File: config.mk
export PLATFORM = sky130hd
export DESIGN_NAME = serial_subtractor
export DESIGN_NICKNAME = d
export VERILOG_FILES = /design/src/rtl/serial_sub_pkg.sv /design/src/rtl/full_subtractor.sv /design/src/rtl/serial_subtractor.sv
export SDC_FILE = /design/constraint.sdc
export NUM_CORES = 1
export LEC_CHECK = 0
export ABC_AREA = 1
export CORE_ASPECT_RATIO = 1.5
export CORE_MARGIN = 3
export CORE_UTILIZATION = 56
export CTS_CLUSTER_SIZE = 16
export DETAILED_ROUTE_END_ITERATION = 8
export PLACE_DENSITY_LB_ADDON = 0.3
export SLEW_MARGIN = 10
export SYNTH_ARGS = -nofsm -noshare
export SYNTH_HDL_FRONTEND = slang
export SYNTH_SLANG_ARGS = --single-unit
File: constraint.sdc
create_clock -name clk_i -period 2 [get_ports clk_i]
set_input_delay 0.6 -clock clk_i [delete_from_list [all_inputs] [get_ports clk_i]]
set_output_delay 0.6 -clock clk_i [all_outputs]
set_load 0.005 [all_outputs]
File: src/rtl/serial_sub_pkg.sv
// serial_sub_pkg: shared FSM state encoding and default operand width for serial_subtractor.
package serial_sub_pkg;
    localparam int DEF_WIDTH = 32;
    typedef enum logic [1:0] {IDLE, SHIFT, DONE} state_t;
endpackage

File: src/rtl/full_subtractor.sv
// full_subtractor: one-bit combinational subtractor cell computing a - b - bin.
module full_subtractor (
    input  logic a,
    input  logic b,
    input  logic bin,
    output logic d,
    output logic bout
);
    assign d    = a ^ b ^ bin;
    assign bout = (~a & b) | (~(a ^ b) & bin);
endmodule

File: src/rtl/serial_subtractor.sv
// serial_subtractor: LSB-first bit-serial a - b over WIDTH cycles through one full_subtractor cell.
// Optional macro SERIAL_SUB_OVF_EN adds the two's-complement overflow flag and its MSB-capture registers.
module serial_subtractor
    import serial_sub_pkg::*;
#(
    parameter int WIDTH = DEF_WIDTH
) (
    input  logic             clk_i,
    input  logic             rst_n_i,
    input  logic             start_i,
    input  logic [WIDTH-1:0] a_i,
    input  logic [WIDTH-1:0] b_i,
    output logic             busy_o,
    output logic             done_o,
    output logic [WIDTH-1:0] diff_o,
    output logic             borrow_o,
    output logic             ovf_o
);
    localparam int CW = $clog2(WIDTH) + 1;

    state_t           state, next_state;
    logic [WIDTH-1:0] a_sh, b_sh, res;
    logic [CW-1:0]    cnt;
    logic             borrow, d, bout, load, last;

    full_subtractor u_cell (
        .a   (a_sh[0]),
        .b   (b_sh[0]),
        .bin (borrow),
        .d   (d),
        .bout(bout)
    );

    // start is only honoured outside SHIFT, so a mid-transaction request is dropped
    assign load = start_i && state != SHIFT;
    assign last = cnt == CW'(WIDTH - 1);

    always_ff @(posedge clk_i or negedge rst_n_i)
        if (!rst_n_i) state <= IDLE;
        else          state <= next_state;

    always_comb begin
        next_state = (state == SHIFT) ? (last ? DONE : SHIFT) : (start_i ? SHIFT : IDLE);
    end

    always_comb begin
        busy_o = state == SHIFT;
        done_o = state == DONE;
    end

    always_ff @(posedge clk_i or negedge rst_n_i)
        if (!rst_n_i) begin
            a_sh     <= '0;
            b_sh     <= '0;
            res      <= '0;
            borrow   <= 1'b0;
            cnt      <= '0;
            diff_o   <= '0;
            borrow_o <= 1'b0;
        end else if (load) begin
            a_sh   <= a_i;
            b_sh   <= b_i;
            borrow <= 1'b0;
            cnt    <= '0;
        end else if (state == SHIFT) begin
            a_sh   <= a_sh >> 1;
            b_sh   <= b_sh >> 1;
            res    <= {d, res[WIDTH-1:1]};
            borrow <= bout;
            cnt    <= cnt + 1'b1;
            if (last) begin
                diff_o   <= {d, res[WIDTH-1:1]};
                borrow_o <= bout;
            end
        end

`ifdef SERIAL_SUB_OVF_EN
    // operand sign bits are shifted away, so keep them for the final overflow test
    logic a_msb, b_msb, ovf_q;

    always_ff @(posedge clk_i or negedge rst_n_i)
        if (!rst_n_i) begin
            a_msb <= 1'b0;
            b_msb <= 1'b0;
            ovf_q <= 1'b0;
        end else if (load) begin
            a_msb <= a_i[WIDTH-1];
            b_msb <= b_i[WIDTH-1];
        end else if (state == SHIFT && last) begin
            ovf_q <= (a_msb != b_msb) & (d != a_msb);
        end

    assign ovf_o = ovf_q;
`else
    assign ovf_o = 1'b0;
`endif
endmodule

### After elaboration in Yosys (flattened, before gate mapping)

Index checks and enable logic that the tools add are counted.

* bits in registers: 138
* input bits: 67
* output and inout bits: 36

* add/sub/neg operators: 1
* equality and inequality tests: 4
* mux-type cells: 11
* bitwise logic cells: 8
* reductions and logical operators: 4

Operator list (number)
* $mux W32: 4
* $mux W6: 2
* $add A6 B1 Y6 const B: 1
* $eq A6 B5 Y1 const B: 1
* $mux W2: 2
* $mux W1: 3
* $not A1 Y1: 3
* $reduce_and A3 Y1: 1
* $and A1 B1 Y1: 2
* $eq A2 B1 Y1 const B: 1
* $eq A2 B2 Y1 const B: 1
* $ne A2 B1 Y1 const B: 1
* $reduce_and A2 Y1: 1
* $reduce_bool A2 Y1: 1
* $xor A1 B1 Y1: 2
* $logic_and A1 B1 Y1: 1
* $or A1 B1 Y1: 1

### Depth between registers and ports, before layout

* word-level depth: 6
* depth in mapped cells: 8
* mapped depth without buffers: 6

### Cells and area by module

From an unflattened synthesis, not the netlist that was laid out.

* cells, all modules: 660
* area total of the unflattened synthesis: 5748.0 um^2

Modules (own cells, without submodules)
* serial_subtractor: times used 1, cells each 656, area an instance 5716.7 um^2
* full_subtractor: times used 1, cells each 4, area an instance 31.3 um^2

### Worst setup path before layout

OpenSTA, ideal clock, no wires.

* kind: register -> output
* start point: reg state[1]
* end point: out busy_o
* data arrival time: 0.913 ns
* setup slack: 0.487 ns
* cell stages (with the launch flop): 6
* path through: dfrtp_1 -> inv_1 -> nand2_4 -> inv_4 -> buf_6 -> buf_4

* cells in the longest elaborated chain, start to end: 1

Ends and longest elaborated chain
* start: declaration: line serial_subtractor.sv:21 `state_t state, next_state;`
* start signal: assignment: line serial_subtractor.sv:40 `else state <= next_state;`
* $eq A2 B1 Y1: line serial_subtractor.sv:47 `busy_o = state == SHIFT;`
* end: declaration: line serial_subtractor.sv:13 `output logic busy_o,`

Every way passes these cells.

### Worst setup path in the final report

* start point: reg borrow_o
* end point: out borrow_o

RTL lines
* start: declaration: line serial_subtractor.sv:16 `output logic borrow_o,`
* start signal: assignment: line serial_subtractor.sv:73 `borrow_o <= bout;`

No word-level cell between the ends.

==> run metrics <==
Max Freq 0.5323 GHz; initial core utilization 58.16%; # rows 44; actual slew at the worst max-slew pin 525.3 ps; final setup skew 9.660 ps; Remaining Overflow, GRT 0; DRT antenna net count 0; Pwr Density 1408 nW/um^2; worst path required time 1400 ps; largest net degree at the start of global routing 132; Clock transition at path regs 50 ps; cts-stage hold buffer count 0; setup violators final 0; Die Wd 88.61 microns; hpwl dp 7.601 mm; Cell Area, Synth 5732 sq um; Reg power frac 43.4%; Slew headroom 64.98%; Hold Violations, Final 0; CTS Buf Count 17; Setup WS pre-CTS 107.8 ps; critical path's top delay family buffers and inverters; CP max-delay cell clkdlybuf4s50_1; layout cells sized above 1 6.324%; r2r setup slk 310 ps; Net Sw Power 0.003186 W; NumNets Final 818; RSZ-0062 raised after global routing false; Comb pwr share 26.4%; Setup TNS 0 ps; Setup WS post-layout 121.4 ps; clock tree buffer depth 2; initial antenna violation count 0; Ports 103; crit end category output pin; Startpoint Class register; max-slew violation count 0; routed length per instance 13.69 microns; Data arrival, critical path 1280 ps; worst path cell trace clkdlybuf4s50_1; Die ar. 11510 sq um; Mapped Cells 657; CTS tree done; Total GRT Usage 22.38%; drc violations 0; Peak VDD IR 0.7783 mV; RePlAce Congestion 0.7523; placed inst area 6788 sq um; CTS root buf clkbuf_16; overall power 0.01040 W; register area share after synthesis 59.81%; die height 129.9 microns; outcome finished, final reports clean; DR iter-0 viols 275; port bufs 101; clk sink count 137; Yosys cell types 22; drt total wl 11.96 mm; Final min period 1879 ps; Clock power frac 30.2%; DR pass1 iterations 4; # diodes 0; internal cell power 0.007219 W; max incr delay on CP 510 ps; vias per cell 5.278; syn nets 726; switching share of power 30.62%; Yosys reg bits 137; WP buf/inv 1; final worst path period share 93.93%; Critical Path Fanout Max 2; clk_lat worst skew 410 ps; number of global-route vias before repair 4460; H-tree Lvls 4; routed via count 4613; Final Instance Area 7388 sq um; CORE AREA 9854 sq um; Static Leak 3.637 nW; first-pass GRT wire length 20.04 mm; total of max-cap violations 0; synthesis warning total 0; CP Class register to output pin; Hold Path Class input pin to asynchronous set/reset pin; WHS 71.07 ps; Area Growth Syn to Fin 28.90%; Syn Area/Cell 8.724 sq um
## cell usage in the layout (no fill, tap or decap)
cell type	count
clkdlybuf4s50_1	98
buf_4	2
nand2_1	311
ha_1	1
nand3_1	96
nor2_1	3
o21ai_1	7
nor2_4	2
inv_4	1
clkinvlp_4	2
inv_2	2
clkinv_2	3
fa_1	1
bufinv_16	3
nand3_2	1
inv_1	24
nand2_4	2
dfrtp_1	137
dlygate4sd2_1	2
buf_12	7
clkbuf_8	4
nand3b_1	1
clkbuf_16	17
a21oi_1	1
o211ai_1	1
nor2_2	1
buf_6	1
conb_1	1
o21ai_0	27
## final cells by class
cell class                      instances  area, sq um
Clock inverter                          8        120.1
Fill cell                             727         2466
Sequential cell                       137         3428
Multi-Input combinational cell        456         1947
Timing Repair Buffer                  110         1165
Clock buffer                           21        480.5
Inverter                               27        103.9
Tap cell                              115        143.9
## cell usage after synthesis
library cell  count  area share [%]
o211ai_1          1            0.13
buf_2            12             1.0
inv_2             1           0.065
nand3_1          96             8.4
fa_1              1            0.35
clkbuf_1          4            0.26
nand3_2           1            0.17
o21ai_1           7            0.61
nor2_1            4            0.26
a21oi_1           1           0.087
nand3b_1          1            0.13
buf_6             6             1.2
dfrtp_1         137              60
nand2_4           2            0.39
o21ai_0          27             2.4
buf_4            15             2.0
conb_1            1           0.065
nor2_4            2            0.39
ha_1              1            0.22
nand2_1         311              20
inv_4             1            0.11
inv_1            25             1.6
## power by group through the flow
stage               sequential, W  combinational (W)  clock, W
CTS                       0.00452            0.00279   0.00319
finish                    0.00452            0.00274   0.00314
global placement          0.00447            0.00261         0
detailed placement        0.00453            0.00274         0
global route              0.00465            0.00317   0.00330
floorplan                 0.00441            0.00174         0
## worst paths after layout
| path | from | end | cells after the start |
|---|---|---|---|
| setup reg to reg | state[1] | diff_o[31] | 7 |
| min in group clk_i | diff_o[22] | diff_o[22] | 2 |
| max in group asynchronous | rst_n_i | res[17] | 2 |
| setup / recovery | borrow_o | borrow_o | 1 |
| hold / removal | rst_n_i | res[11] | 1 |
| hold reg to reg | diff_o[22] | diff_o[22] | 2 |
## state kept, by name, indices dropped and copies added, names as in the netlist
signal and count:
borrow_o 1, b_sh 32, diff_o 32, cnt 6
state 2, borrow 1, res 31, a_sh 32
## through the flow
step                std cells  util [%]
floorplan                 657         -
global placement          845     68.88
detailed placement        845     68.88
CTS                       874     74.97
global route              874     74.97
finish                    874     74.97
## kinds of logic after synthesis
| logic type | Yosys count | synth area share [%] |
|---|---|---|
| compound gates | 36 | 3.187 |
| flops | 137 | 59.81 |
| fa+ha+maj | 2 | 0.5675 |
| simple gates | 417 | 30.10 |
| other cells | 1 | 0.06543 |
| buf+inv | 64 | 6.265 |
## layer usage
layer / track usage (%) / vias up / share of wire, %
li1: - / 2246 / -
met2: 39.40 / 115 / 55
met5: 0 / - / 0
met3: 4.927 / 14 / 4.2
met4: 8.719 / 0 / 1.3
met1: 26.32 / 2238 / 39
## what timing repair did
action                                  CTS  global route
setup buffers                             0             0
endpoints found under the setup margin    2             0
gates resized for setup                   4             0
## worst register-to-register path, stage by stage, from the launching register on
cell and delay (ps):
dfrtp_1 370, inv_2 90, nand2_4 60, inv_4 70, buf_12 410, nand2_4 350, nand2_1 160, nand2_1 70
Note: power is estimated with default switching activity, not from simulation.
